<file path="src/rtl/shiftreg_seq_if.sv">
// Upstream word handshake and downstream shift-register control bundle
// for shiftreg_seq. The slave modport is the sequencer's view of the bundle.
// The master modport is the view of whatever drives words in and watches the strobes.
interface shiftreg_seq_if #(
    parameter int WIDTH = 10
);
    logic [WIDTH-1:0] data_in;
    logic             valid_in;
    logic             ready_out;
    logic             pload_out;
    logic [WIDTH-1:0] pdata_out;
    logic             shift_out;
    logic             busy_out;
    logic             word_done_out;

    modport master (
        output data_in,
        output valid_in,
        input  ready_out,
        input  pload_out,
        input  pdata_out,
        input  shift_out,
        input  busy_out,
        input  word_done_out
    );

    modport slave (
        input  data_in,
        input  valid_in,
        output ready_out,
        output pload_out,
        output pdata_out,
        output shift_out,
        output busy_out,
        output word_done_out
    );
endinterface

</file>
<file path="src/rtl/shiftreg_seq.sv">
// shiftreg_seq: sequences parallel words into an external shift register.
// A one-entry holding buffer accepts a word from upstream. The FSM then
// issues one parallel-load strobe, followed by WIDTH shift strobes spaced
// DIV cycles apart. An optional idle gap of GAP bit periods follows each word.
// Every output is driven straight from a flop.
module shiftreg_seq #(
    parameter int WIDTH = 10,
    parameter int DIV   = 4,
    parameter int GAP   = 0
) (
    input  logic          clock_in,
    input  logic          reset_in,
    shiftreg_seq_if.slave bus
);

    localparam int DIV_W   = (DIV > 1) ? $clog2(DIV) : 1;
    localparam int BIT_W   = $clog2(WIDTH + 1);
    localparam int GAP_CYC = GAP * DIV;
    localparam int GAP_W   = (GAP_CYC > 1) ? $clog2(GAP_CYC) : 1;

    localparam logic [DIV_W-1:0] DIV_LAST = DIV_W'(DIV - 1);
    localparam logic [BIT_W-1:0] BIT_LAST = BIT_W'(WIDTH - 1);
    localparam logic [GAP_W-1:0] GAP_LAST = GAP_W'(GAP_CYC - 1);

    typedef enum logic [1:0] {
        ST_IDLE,
        ST_LOAD,
        ST_SHIFT,
        ST_GAP
    } state_t;

    state_t           state_q, state_d;
    logic             full_q, full_d;
    logic [WIDTH-1:0] hold_q, hold_d;
    logic             ready_q, ready_d;
    logic             pload_q, pload_d;
    logic [WIDTH-1:0] pdata_q, pdata_d;
    logic             shift_q, shift_d;
    logic             busy_q, busy_d;
    logic             done_q, done_d;
    logic [DIV_W-1:0] phase_q, phase_d;
    logic [BIT_W-1:0] bits_q, bits_d;
    logic [GAP_W-1:0] gap_q, gap_d;

    logic             accept;
    logic             word_avail;
    logic [WIDTH-1:0] next_word;
    logic             do_load;

    // A word taken at the same edge the FSM becomes free is forwarded
    // straight into LOAD, so the load strobe is not delayed by a cycle.
    assign accept     = bus.valid_in && ready_q;
    assign word_avail = full_q || accept;
    assign next_word  = full_q ? hold_q : bus.data_in;

    // Next-state, counter and registered-output decode for the sequencer.
    always_comb begin
        state_d = state_q;
        full_d  = full_q;
        hold_d  = hold_q;
        pdata_d = pdata_q;
        pload_d = 1'b0;
        shift_d = 1'b0;
        done_d  = 1'b0;
        phase_d = phase_q;
        bits_d  = bits_q;
        gap_d   = gap_q;
        do_load = 1'b0;

        if (accept) begin
            full_d = 1'b1;
            hold_d = bus.data_in;
        end

        if (state_q == ST_LOAD) begin
            full_d = 1'b0;
        end

        case (state_q)
            ST_IDLE: begin
                do_load = word_avail;
            end

            ST_LOAD, ST_SHIFT: begin
                if (state_q == ST_SHIFT && done_q) begin
                    if (GAP > 0) begin
                        state_d = ST_GAP;
                        gap_d   = GAP_LAST;
                    end else if (word_avail) begin
                        do_load = 1'b1;
                    end else begin
                        state_d = ST_IDLE;
                    end
                end else begin
                    state_d = ST_SHIFT;
                    if (phase_q == DIV_LAST) begin
                        phase_d = '0;
                        shift_d = 1'b1;
                        bits_d  = bits_q + BIT_W'(1);
                        done_d  = (bits_q == BIT_LAST);
                    end else begin
                        phase_d = phase_q + DIV_W'(1);
                    end
                end
            end

            ST_GAP: begin
                if (gap_q == '0) begin
                    if (word_avail) begin
                        do_load = 1'b1;
                    end else begin
                        state_d = ST_IDLE;
                    end
                end else begin
                    gap_d = gap_q - GAP_W'(1);
                end
            end

            default: begin
                state_d = ST_IDLE;
            end
        endcase

        if (do_load) begin
            state_d = ST_LOAD;
            pload_d = 1'b1;
            pdata_d = next_word;
            phase_d = '0;
            bits_d  = '0;
        end

        busy_d  = (state_d != ST_IDLE);
        ready_d = !full_d;
    end

    // State, buffer, counters and outputs; reset drops any word in flight.
    always_ff @(posedge clock_in) begin
        if (reset_in) begin
            state_q <= ST_IDLE;
            full_q  <= 1'b0;
            hold_q  <= '0;
            ready_q <= 1'b0;
            pload_q <= 1'b0;
            pdata_q <= '0;
            shift_q <= 1'b0;
            busy_q  <= 1'b0;
            done_q  <= 1'b0;
            phase_q <= '0;
            bits_q  <= '0;
            gap_q   <= '0;
        end else begin
            state_q <= state_d;
            full_q  <= full_d;
            hold_q  <= hold_d;
            ready_q <= ready_d;
            pload_q <= pload_d;
            pdata_q <= pdata_d;
            shift_q <= shift_d;
            busy_q  <= busy_d;
            done_q  <= done_d;
            phase_q <= phase_d;
            bits_q  <= bits_d;
            gap_q   <= gap_d;
        end
    end

    assign bus.ready_out     = ready_q;
    assign bus.pload_out     = pload_q;
    assign bus.pdata_out     = pdata_q;
    assign bus.shift_out     = shift_q;
    assign bus.busy_out      = busy_q;
    assign bus.word_done_out = done_q;

endmodule

</file>
<file path="src/flat_wrapper.sv">
// flat-port wrapper written by rule: the top's interface ports become plain ports
module shiftreg_seq_flat 
#(
    parameter int WIDTH = 10,
    parameter int DIV   = 4,
    parameter int GAP   = 0
)
  (clock_in, reset_in, bus_data_in, bus_valid_in, bus_ready_out, bus_pload_out, bus_pdata_out, bus_shift_out, bus_busy_out, bus_word_done_out);
  shiftreg_seq_if #(.WIDTH(WIDTH)) bus_i ();
  input  logic clock_in;
  input  logic reset_in;
  input wire logic [$bits(bus_i.data_in)-1:0] bus_data_in;
  input wire logic [$bits(bus_i.valid_in)-1:0] bus_valid_in;
  output wire logic [$bits(bus_i.ready_out)-1:0] bus_ready_out;
  output wire logic [$bits(bus_i.pload_out)-1:0] bus_pload_out;
  output wire logic [$bits(bus_i.pdata_out)-1:0] bus_pdata_out;
  output wire logic [$bits(bus_i.shift_out)-1:0] bus_shift_out;
  output wire logic [$bits(bus_i.busy_out)-1:0] bus_busy_out;
  output wire logic [$bits(bus_i.word_done_out)-1:0] bus_word_done_out;
  assign bus_i.data_in = bus_data_in;
  assign bus_i.valid_in = bus_valid_in;
  assign bus_ready_out = bus_i.ready_out;
  assign bus_pload_out = bus_i.pload_out;
  assign bus_pdata_out = bus_i.pdata_out;
  assign bus_shift_out = bus_i.shift_out;
  assign bus_busy_out = bus_i.busy_out;
  assign bus_word_done_out = bus_i.word_done_out;
  shiftreg_seq #(.WIDTH(WIDTH), .DIV(DIV), .GAP(GAP)) u_core (.clock_in(clock_in), .reset_in(reset_in), .bus(bus_i));
endmodule
</file>
<file path="config.mk">
export PLATFORM = sky130hd
export DESIGN_NAME = shiftreg_seq_flat
export DESIGN_NICKNAME = d
export VERILOG_FILES = /design/src/rtl/shiftreg_seq_if.sv /design/src/rtl/shiftreg_seq.sv /design/src/flat_wrapper.sv
export SDC_FILE = /design/constraint.sdc
export NUM_CORES = 1
export LEC_CHECK = 0
export ABC_AREA = 1
export CORE_MARGIN = 5
export CORE_UTILIZATION = 51
export CTS_CLUSTER_DIAMETER = 150
export DETAILED_ROUTE_END_ITERATION = 16
export GPL_TIMING_DRIVEN = 0
export HOLD_SLACK_MARGIN = 0.03
export PLACE_DENSITY = 0.83
export RECOVER_POWER = 50
export SKIP_CTS_REPAIR_TIMING = 1
export SLEW_MARGIN = 5
export SYNTH_ARGS = -nofsm -noshare
export SYNTH_HDL_FRONTEND = slang
export SYNTH_SLANG_ARGS = --single-unit
</file>
<file path="constraint.sdc">
create_clock -name clock_in -period 1.48 [get_ports clock_in]
set_input_delay 0.148 -clock clock_in [delete_from_list [all_inputs] [get_ports clock_in]]
set_output_delay 0.148 -clock clock_in [all_outputs]
set_load 0.03 [all_outputs]
</file>
==> results.md, run 1 <==
- The flow ran to the end, and the final reports show no timing, DRC or antenna violations.
- The final count of negative-setup-slack endpoints is 0.
- The clock latency reported for the late side of the worst-skew pair is 0.34 ns.
- The post-route standard cell area excluding fillers is 1960 µm².
- The combined global-route utilization of all metal layers is 15.6%.
- During synthesis, Yosys emitted a total of 0 warnings.
- The required time of the critical path is 1.33 ns.
- After detailed routing, the number of vias per cell comes to 4.98.
- The number of I/O port buffers is 26.
- Clock skew on the completed layout was measured at 0.0121 ns.
- The clock root buffer is sky130_fd_sc_hd__clkbuf_4.
- The synthesized netlist devotes 5.81% of its cell area to adder and majority cells.
- After technology mapping, the gate count stands at 202.
- The worst supply voltage drop on vdd is 0.618 mV.
- The portion of synthesized area spent on multiplexers is 0%.
- STA classifies the critical path endpoint as a primary output.
- The number of antenna violations at the first check in global routing is 0.
- Detailed placement ended at an HPWL of 2230 µm.
- The die height is 64.4 µm.
- The maximum number of pins on one net before global-route repair is 11.
- The buffers plus inverters on the worst setup path is 1.
- The DRC violation count after routing is 0.
- Summed over all nets, wire length on met3 after detailed routing comes to 167 µm.
- The cell area that synthesis handed to floorplanning was 1510 µm².
- The wire length per cell is 11.3 µm.
- The internal power is 0.00143 W.
- After floorplanning, the core was sized to cover 2810 µm².
- After detailed routing, the wire length on met1 is 1390 µm.
- The library cell used most frequently in the layout, excluding fill and tap cells, is sky130_fd_sc_hd__nand2_1.
- The synthesized netlist devotes 11.1% of its cell area to compound gates.
- Based on the critical path, the design can be clocked at up to 692 MHz.
- Summed over all layers, the routed wires come to 3050 µm.
- Once routing completed, OpenROAD measured the worst setup slack at 0.0341 ns.
- The number of design-rule violations left by the first detailed-router iteration is 56.
- Setup repair after global routing could not meet its margin everywhere.
- The final route contains 1345 vias.
- The slowest stage of the critical path is the sky130_fd_sc_hd__clkdlybuf4s50_1 cell.
- The power per cell area is 1050 nW/µm².
- Cells fill 70.0% of the core in the end.
- The initialized floorplan defines 19 standard-cell rows.
- Counting every net in the synthesized netlist gives 222.
- CTS built an H-tree with a depth of 2.
- In the layout the commonest cells are sky130_fd_sc_hd__nand2_1 (56), sky130_fd_sc_hd__dfxtp_1 (32), sky130_fd_sc_hd__inv_1 (23), sky130_fd_sc_hd__o21ai_0 (18).
- The repair_antennas step left the layout with diodes totalling 0.
- The count of maximum capacitance violations is 0.
- The minimum clock period is 1.45 ns.
- The share of total power dissipated in combinational logic is 24.6%.
- The total congestion overflow is 0.
- The clock share of power is 25.4%.
- The overall die width is 64.4 µm.
- By area, the combinational part of the netlist is dominated by simple AND/OR/NAND/NOR gates.
- The class of the most critical hold timing path is in2reg.
- Final hold analysis gives a worst-case slack of 0.0859 ns.
- Wire segments on met2 add up to 1460 µm in the final route.
- The number of global-route vias before repair is 1232.
- On the worst path, the slowest cell contributes a delay of 0.66 ns.
- Cells with a size suffix above 1 make up 14.6% of the layout.
- The top metal layer carrying routed signals is met4.
- The switching power summed over all nets is 0.000632 W.
- The weighted congestion reported at the end of routability-driven placement is 0.789.
- The post-synthesis xor/xnor area fraction is 0.581%.
- Buffers inserted during clock tree synthesis total 5.
- The area after detailed placement is 1810 µm².
- The final layout contains 258 nets.
- The share of power burned in registers is 50.0%.
- The average instance area after synthesis is 7.46 µm².
- At the placement stage, the worst setup path has a slack of -0.0351 ns.
- Summing the areas of all and, or, nand and nor instances in the mapped netlist gives 26.3% of the synthesized area.
- The floorplan step defined a die boundary enclosing 4140 µm².
- On the critical path the largest part of the delay comes from buffers and inverters.
- For this run, the detailed router's first-pass iteration total came to 4.
- The count of pins on the block boundary is 28.
- The initial cell density of the core is 53.7%.
- After synthesis the netlist holds a flip-flop and latch count of 34.
- The critical path startpoint category is a register.
- The area added between synthesis and finish is 30.3%.
- The design draws 0.00206 W.
- After clock tree synthesis, the clock-pin slew on the worst setup and hold paths is 0.10 ns.
- The total clock sinks is 34.
- The first global-routing pass estimated 5140 µm of wire.
- The layout filler cell count is 240.
- Walking the worst path, the cells encountered are clkdlybuf4s50_1.
- The final clock period utilization by the worst path is 97.7%.
- Net switching is 30.6% of the power.
- The number of max-slew violations in the final report came to 0.
- Data arrives at the worst endpoint at 1.30 ns.
- At the pin with the least slew margin, the transition time is 0.360 ns.
- Summed over all cells, the static leakage comes to 1.13 nW.
- The number of hold violations in the final report was 0.
- The share of the Yosys chip area taken by registers is 45.2%.
- Headroom to the max-slew limit came out at 76.0%.
- The count of different cell masters after synthesis is 22.
- The count of antenna-violating nets left after detailed routing is 0.
- Of all nets on the critical path, the largest fanout is 1.
- The clock passes through at most 2 buffers.
- The worst setup path is of the reg2out kind.
- TritonCTS built the clock tree.
logic make-up after synthesis:
group | after synthesis
xor+xnor | 1
buf+inv | 36
simple gates | 91
fa+ha+maj | 7
compound gates | 33
flops | 34
metrics by stage:
step	TNS, ns	std cells
CTS	-0.459	267
global route	-0.0360	270
detailed placement	-0.105	259
floorplan	0	202
finish	0	270
global placement	0	259
cells in the mapped netlist:
master / number / area share [%]
sky130_fd_sc_hd__nor2_2: 1 / 0.42
sky130_fd_sc_hd__nand2_1: 60 / 15
sky130_fd_sc_hd__clkbuf_1: 1 / 0.25
sky130_fd_sc_hd__dfxtp_1: 34 / 45
sky130_fd_sc_hd__o21bai_1: 1 / 0.50
sky130_fd_sc_hd__ha_1: 7 / 5.8
sky130_fd_sc_hd__nand3_2: 1 / 0.66
sky130_fd_sc_hd__nand2_2: 1 / 0.42
sky130_fd_sc_hd__nor2_1: 9 / 2.2
sky130_fd_sc_hd__nor2_4: 1 / 0.75
sky130_fd_sc_hd__nand3_1: 14 / 4.7
sky130_fd_sc_hd__buf_6: 3 / 2.2
sky130_fd_sc_hd__o21ai_0: 18 / 6.0
sky130_fd_sc_hd__inv_4: 1 / 0.42
sky130_fd_sc_hd__nand2_4: 2 / 1.5
sky130_fd_sc_hd__buf_2: 4 / 1.3
sky130_fd_sc_hd__nand4_1: 1 / 0.42
sky130_fd_sc_hd__nor3_1: 1 / 0.33
sky130_fd_sc_hd__a21oi_1: 14 / 4.7
sky130_fd_sc_hd__inv_1: 26 / 6.5
sky130_fd_sc_hd__xnor2_1: 1 / 0.58
sky130_fd_sc_hd__inv_2: 1 / 0.25
cell type report:
class,count,area [µm²],area share [%]
clock buffers,7,55.1,2.80
plain buffers,8,57.6,2.93
clock inverters,1,5.00,0.255
multi-input cells,132,696,35.4
well taps,31,38.8,1.98
flip-flops and latches,34,686,34.9
inverters,28,108,5.48
repair buffers,29,318,16.2
registers in the layout, summed over array words and instances, names as in the netlist:
signal                    flops
u_core.bus.busy_out           1
u_core.phase_q                2
u_core.state_q                2
u_core.full_q                 1
u_core.bus.ready_out          1
u_core.bits_q                 4
u_core.bus.shift_out          1
u_core.bus.word_done_out      1
u_core.bus.pdata_out         10
u_core.bus.pload_out          1
u_core.hold_q                10
power by group through the flow:
stage,clock network [W],registers [W],logic (W)
global placement,0,0.00105,0.000470
floorplan,0,0.00112,0.000241
finish,0.000524,0.00103,0.000508
global route,0.000577,0.00104,0.000562
CTS,0.000541,0.00103,0.000478
detailed placement,0,0.00105,0.000477
worst paths after layout:
kind                            from                      end  slack (ns)  cells past startpoint
max reg2reg        u_core.state_q[0]      u_core.bus.busy_out        0.08                     10
max             u_core.bus.pload_out            bus_pload_out        0.03                      1
min reg2reg  u_core.bus.pdata_out[8]  u_core.bus.pdata_out[8]        0.45                      2
min                         reset_in     u_core.bus.ready_out        0.09                      2
metal layers:
metal,up-vias,global-route usage [%]
li1,702,-
met3,6,4.38
met5,-,0
met2,36,24.7
met4,0,7.65
met1,601,19.6
No activity file was read; power rests on OpenSTA's default activity.
==> inputs of run 2 (changes only) <==
- CORE_UTILIZATION: 51 -> 25
- PLACE_DENSITY: 0.83 -> 0.49
==> run 2 against run 1 <==
Against the previous run: combinational power shrank 4.1%; first-iteration DRC count is the same; clock skew shrank 0.0087 ns; non-clock buffer count fell by 1; critical endpoint is now bus_pdata_out[4].
==> results.md, run 2 (synthesis gave the netlist of run 1 again) <==
- The combined global-route utilization of all metal layers is 8.74%.
- Timing would allow up to 701 MHz.
- The CTS tree is built.
- In this run the critical register-to-register path is captured at u_core.bus.pdata_out[2].
- Together, buffers and inverters on the worst path number 1.
- The initial utilization of the core area, before any placement, comes to 25.6%.
- The net switching fraction of the power is 30.1%.
- In the layout the commonest cells are sky130_fd_sc_hd__nand2_1 (59), sky130_fd_sc_hd__dfxtp_1 (32), sky130_fd_sc_hd__inv_1 (24), sky130_fd_sc_hd__o21ai_0 (18), sky130_fd_sc_hd__clkdlybuf4s50_1 (17).
- The cell at the slowest stage of the critical path is sky130_fd_sc_hd__clkdlybuf4s50_1.
- The power per cell area is 1140 nW/µm².
- In this run, the combinational gates consume 22.0% of the power.
- The setup check on the worst reg-to-reg path leaves a slack of 0.07 ns.
- The path with the worst hold slack has its endpoint at u_core.bus.pload_out.
- The startpoint identified for the worst hold timing path is reset_in.
- The area of the placeable core is 5890 µm².
- After layout, the worst path uses 96.5% of the clock period.
- The number of I/O port buffers is 26.
- The clock net in this run drives a total of 34 sinks.
- The worst setup path category is reg2out.
- After detailed routing, the number of vias per cell comes to 4.10.
- The wire length after detailed routing is 3230 µm.
- The DRC violation count after routing is 0.
- Along the worst path, the maximum fanout reaches 2.
- The transition time of the tightest slew-check pin is 0.383 ns.
- At the end of the flow, the number of nets in the layout was 257.
- STA classifies the critical path endpoint as a primary output.
- The number of H-tree levels is 2.
- The delay contributed by the slowest stage of the critical path is 0.67 ns.
- The fraction of layout instances using a drive strength above 1 is 13.0%.
- Setup violations remaining at the end of the flow were counted as 0.
- The cell depth of the worst flop-to-flop path is 10.
- Registers take 686 µm².
- The worst path arrival time is 1.28 ns.
- The die height is 87.6 µm.
- The repair_antennas step left the layout with diodes totalling 0.
- The tightest min-delay check is of the in2reg type.
- The worst max-slew margin expressed relative to the limit is 74.5%.
- The length of routed wiring on met1 is 1500 µm.
- The run finished with clean final reports.
- For the worst-skew pair, the clock arrives at the later sink with an insertion delay of 0.28 ns.
- The top metal layer carrying routed signals is met4.
- The wire length per cell is 10.3 µm.
- During I/O placement, the number of pins put on the boundary was 28.
- The kind of cell with the highest combined delay along the critical path is buffers and inverters.
- Max-cap violations in this run came to 0.
- The number of hold violations in the final report is 0.
- Summed over all nets, wire length on met3 after detailed routing comes to 165 µm.
- The required time of the critical path is 1.33 ns.
- The layout filler cell count is 667.
- The number of buffers added by the clock tree synthesis step is 5.
- Once layout is complete, the utilization of the core stands at 33.1%.
- The detailed-routed wire length on met2 is 1510 µm.
- The number of global-route vias before repair is 1135.
- The number of cells on the worst hold path is 2.
- The worst setup skew after layout is 0.00347 ns.
- Clock tree synthesis selected as its root buffer the cell sky130_fd_sc_hd__clkbuf_8.
- The number of antenna violations at the first check in global routing is 0.
- The most common library cell in the layout ignoring fill and taps is sky130_fd_sc_hd__nand2_1.
- Entering global routing, the biggest net connects 11 pins.
- The summed negative setup slack over all endpoints is 0 ns.
- The die covers 7680 µm².
- The clock network accounts for 31.6% of the total power.
- IR analysis of the VDD net gives a maximum drop of 0.314 mV.
- The global-route wire length before repair is 5200 µm.
- The number of max-slew violations in the final report came to 0.
- The detailed-placement wirelength estimate is 2380 µm.
- The area growth from synthesis to layout is 29.3%.
- The area occupied by multi-input gates is 693 µm².
- The critical path startpoint category is a register.
- Summed over all cells, the static leakage comes to 0.877 nW.
- The internal portion of the total power is 0.00155 W.
- Counting along the longest clock path gives a buffer depth of 2.
- The overall die width is 87.6 µm.
- Summed over all layers, the global routing overflow is 0.
- The count of antenna-violating nets left after detailed routing is 0.
- Traced cell by cell, the critical path runs through clkdlybuf4s50_1.
- The first routing iteration left 56 violations.
- The most critical setup path has its startpoint at u_core.bus.pdata_out[4].
- The startpoint identified for the worst register-to-register timing path is u_core.state_q[0].
- The count of standard-cell rows is 28.
- The routed layout has 1283 vias.
- The switching power summed over all nets is 0.000668 W.
- Clock-pin slew was measured on the worst setup and hold paths at 0.07 ns.
- Setup repair after global routing could not meet its margin everywhere.
- The share of total power dissipated in sequential elements is 46.4%.
- The number of detailed-routing iterations run before antenna repair is 4.
- Routability-driven placement finished with a final weighted congestion of 0.717.
- Subtracting the final worst setup slack from the clock period gives 1.43 ns.
[run 2: changes by cell type in the layout (fill, tap and decap cells not counted)]
cell and change:
sky130_fd_sc_hd__dlymetal6s2s_1 -14, sky130_fd_sc_hd__nand3_2 +1, sky130_fd_sc_hd__clkbuf_2 +1, sky130_fd_sc_hd__clkbuf_8 +5
sky130_fd_sc_hd__clkdlybuf4s50_1 +5, sky130_fd_sc_hd__inv_2 -1, sky130_fd_sc_hd__nand2_2 -3, sky130_fd_sc_hd__clkbuf_4 -5
sky130_fd_sc_hd__nand2_1 +3, sky130_fd_sc_hd__nand3_1 -1, sky130_fd_sc_hd__buf_2 -1, sky130_fd_sc_hd__inv_1 +1
sky130_fd_sc_hd__buf_4 -1, sky130_fd_sc_hd__clkbuf_1 +9
[run 2: stage by stage]
stage / setup slack [ns] / area, µm² / cells / hold WS [ns] / power, W
floorplan: 0.116 / 1510 / 202 / 0.290 / 0.00137
global placement: -0.0447 / 1860 / 303 / 0.428 / 0.00153
detailed placement: -0.0486 / 1860 / 303 / 0.434 / 0.00154
CTS: -0.0658 / 1950 / 311 / 0.169 / 0.00225
global route: -0.0178 / 1950 / 313 / 0.184 / 0.00236
finish: 0.0525 / 1950 / 313 / 0.171 / 0.00222
[run 2: power by group through the flow]
stage	clock network [W]	logic (W)	registers, W
6_report	0.000702	0.000487	0.00103
4_1_cts	0.000734	0.000487	0.00103
5_1_grt	0.000782	0.000544	0.00104
2_1_floorplan	0	0.000241	0.00112
3_3_place_gp	0	0.000485	0.00105
3_5_place_dp	0	0.000485	0.00105
[run 2: area by class of cell]
cell class / instances / area share (%)
Buffer: 8 / 2.95
Clock buffer: 7 / 4.43
Clock inverter: 1 / 0.257
Inverter: 28 / 5.52
Multi-Input combinational cell: 132 / 35.6
Sequential cell: 34 / 35.2
Tap cell: 75 / 4.82
Timing Repair Buffer: 28 / 11.2
[run 2: layer usage]
layer / GRT usage, % / up-vias
li1: - / 698
met1: 10.6 / 559
met2: 13.8 / 19
met3: 3.01 / 7
met4: 4.18 / 0
met5: 0 / -
[run 2: worst register-to-register path: cells and delay by family (launching register included)]
family,cells,cell delay (ns)
fa+ha+maj,1,0.18
flops,1,0.34
buf+inv,3,0.35
simple gates,6,0.50
[run 2: worst max path at each step]
stage	to	slack (ns)	cells past startpoint
final	bus_pdata_out[4]	0.05	1
after global routing	u_core.bus.pdata_out[1]	-0.02	10
after CTS	u_core.bits_q[3]	-0.07	7
after detailed placement	u_core.bits_q[3]	-0.05	7
after global placement	u_core.bits_q[3]	-0.04	7
after floorplan	u_core.bus.pdata_out[0]	0.12	10
==> inputs of run 3 (changes only) <==
- CAP_MARGIN: not set -> 30
- SKIP_CTS_REPAIR_TIMING: 1 -> not set
==> run 3 against run 2 <==
Against the previous run: sequential share of layout area about the same; hold slack improved by 0.0068 ns; die area is the same; largest cell class unchanged.
==> results.md, run 3 (synthesis gave the netlist of run 1 again) <==
- The flow ran to the end, and the final reports show no timing, DRC or antenna violations.
- The storage element area is 686 µm².
- The detailed-routed wire length on met2 is 1500 µm.
- The reg-to-reg startpoint is u_core.state_q[0].
- The worst hold path begins at reset_in.
- The number of global-route vias before repair is 1135.
- Setup repair after global routing could not meet its margin everywhere.
- The transition time of the tightest slew-check pin is 0.383 ns.
- Dividing the final minimum period by the clock period gives 96.5%.
- The number of max-slew violations in the final report is 0.
- The H-tree generated during clock tree synthesis spans 2 levels.
- The die height is 87.6 µm.
- The top metal layer carrying routed signals is met4.
- The weighted congestion reported at the end of routability-driven placement is 0.717.
- The element type at the critical path end is a primary output.
- The clock root buffer is sky130_fd_sc_hd__clkbuf_8.
- In the final routing, the length of wire on met1 measures 1510 µm.
- The critical path depth is 1.
- The floorplan step defined a die boundary enclosing 7680 µm².
- The DRC violation count after routing is 0.
- The final layout net count is 257.
- The most common library cell in the layout ignoring fill and taps is sky130_fd_sc_hd__nand2_1.
- Counting both buffers and inverters, the worst setup path holds a total of 1.
- The top cell types in the final layout, fill and taps aside, are sky130_fd_sc_hd__nand2_1 (58), sky130_fd_sc_hd__dfxtp_1 (32), sky130_fd_sc_hd__inv_1 (24), sky130_fd_sc_hd__o21ai_0 (18), sky130_fd_sc_hd__clkdlybuf4s50_1 (17).
- The required time of the critical path is 1.33 ns.
- The number of antenna violations at the first check in global routing is 0.
- The count of antenna-violating nets left after detailed routing is 0.
- The worst path arrival time is 1.28 ns.
- After detailed routing, the average wire length per cell comes to 10.4 µm.
- In this run the worst hold path is classified as in2reg.
- Traced cell by cell, the critical path runs through clkdlybuf4s50_1.
- Summed over all nets, the half-perimeter wirelength after detailed placement is 2380 µm.
- The wire length after detailed routing is 3250 µm.
- The first detailed-routing pass took 4 iterations.
- The total power after layout is 0.00222 W.
- The family with the most delay on the worst path is buffers and inverters.
- The number of buffers inserted for hold repair after clock tree synthesis is 0.
- The tool flagged a number of max-cap violations equal to 0.
- The number of hold violations in the final report is 0.
- The core region is 5890 µm².
- In this run the power density over the cells is 1140 nW/µm².
- The worst max-slew margin expressed relative to the limit is 74.5%.
- The die is 87.6 µm wide.
- 0 antenna diodes ended up in the layout.
- The worst supply voltage drop on vdd is 0.315 mV.
- The largest individual stage delay along the critical path comes from the cell sky130_fd_sc_hd__clkdlybuf4s50_1.
- For the final database, setup skew stands at 0.00342 ns.
- The combined global-route utilization of all metal layers is 8.74%.
- In this run the static leakage power is 0.877 nW.
- The total clock sinks is 34.
- The worst hold path passes through 2 cells.
- The clock-pin transition on the worst setup and hold timing paths is 0.07 ns.
- After layout, the minimum clock period comes to 1.43 ns.
- The total congestion overflow is 0.
- For this run, the slowest stage of the critical path takes 0.67 ns.
- The final count of negative-setup-slack endpoints is 0.
- The highest achievable clock rate is 700 MHz.
- Entering global routing, the biggest net connects 11 pins.
- The tightest hold path in the finished design has a slack of 0.178 ns.
- The detailed-route vias per instance is 4.11.
- In this run, the number of DRC markers left after iteration 0 of detailed routing was 54.
- The maximum buffer depth of the clock tree is 2.
- The worst setup path category is reg2out.
- The total number of vias is 1287.
- The first global-routing pass estimated 5200 µm of wire.
- The clock latency reported for the late side of the worst-skew pair is 0.28 ns.
- The floorplan has 28 rows.
- The startpoint of the most critical setup path is u_core.bus.pdata_out[4].
- Buffers inserted during clock tree synthesis total 5.
- The cell depth of the worst flop-to-flop path is 10.
- The worst setup path is launched from a register.
- Relative to the synthesized area, the layout overhead comes to 29.5%.
- The initial cell density of the core is 25.6%.
- The count of pins on the block boundary is 28.
- The area occupied by multi-input gates is 696 µm².
- Of all nets on the critical path, the largest fanout is 2.
- After detailed routing, the met3 layer carries 168 µm of wire.
- The fraction of layout instances using a drive strength above 1 is 13.4%.
- Counting the fill cells in the layout gives 667.
- The number of I/O port buffers is 26.
- TritonCTS built the clock tree.
==> run 3: final cells by class <==
type / instances / area share [%]
sequential: 34 / 35.2
clock buffer: 7 / 4.43
inverter: 28 / 5.52
timing repair buffer: 28 / 11.2
clock inverter: 1 / 0.257
buffer: 8 / 2.95
tap: 75 / 4.81
multi-input combinational: 132 / 35.7
==> run 3: final timing paths <==
check                                                to  slack, ns
worst max-delay path                   bus_pdata_out[4]       0.05
worst min-delay path               u_core.bus.pload_out       0.18
worst max register to register  u_core.bus.pdata_out[2]       0.07
worst min register to register  u_core.bus.pdata_out[0]       0.44
==> run 3: power by group <==
group | switching [W] | internal (W) | total (W) | leakage, nW
clock network | 0.000327 | 0.000375 | 0.000702 | 0.0482
registers | 0.0000375 | 0.000992 | 0.00103 | 0.279
logic | 0.000304 | 0.000184 | 0.000488 | 0.549
==> run 3: per-stage QoR <==
stage	utilization, %	setup TNS (ns)	setup slack, ns	cell area (µm²)	cells
6_report	33.1	0	0.0523	1950	313
5_1_grt	33.1	-0.0924	-0.0190	1950	313
4_1_cts	33.3	0	0.00695	1960	311
3_5_place_dp	31.6	-0.331	-0.0486	1860	303
3_3_place_gp	31.6	-0.178	-0.0447	1860	303
2_1_floorplan	-	0	0.116	1510	202
==> run 3: metal layers <==
metal | global-route usage [%] | up-vias
met5 | 0 | -
met4 | 4.18 | 0
met3 | 3.01 | 9
met2 | 13.8 | 21
met1 | 10.6 | 559
li1 | - | 698
==> run 3: repair_timing <==
| item | CTS | global route |
|---|---|---|
| cloned | 0 | 1 |
| buffers inserted | 0 | 1 |
| setup endpoints to repair | 17 | 29 |
| gates resized for setup | 3 | 18 |
| pin swaps | 0 | 2 |
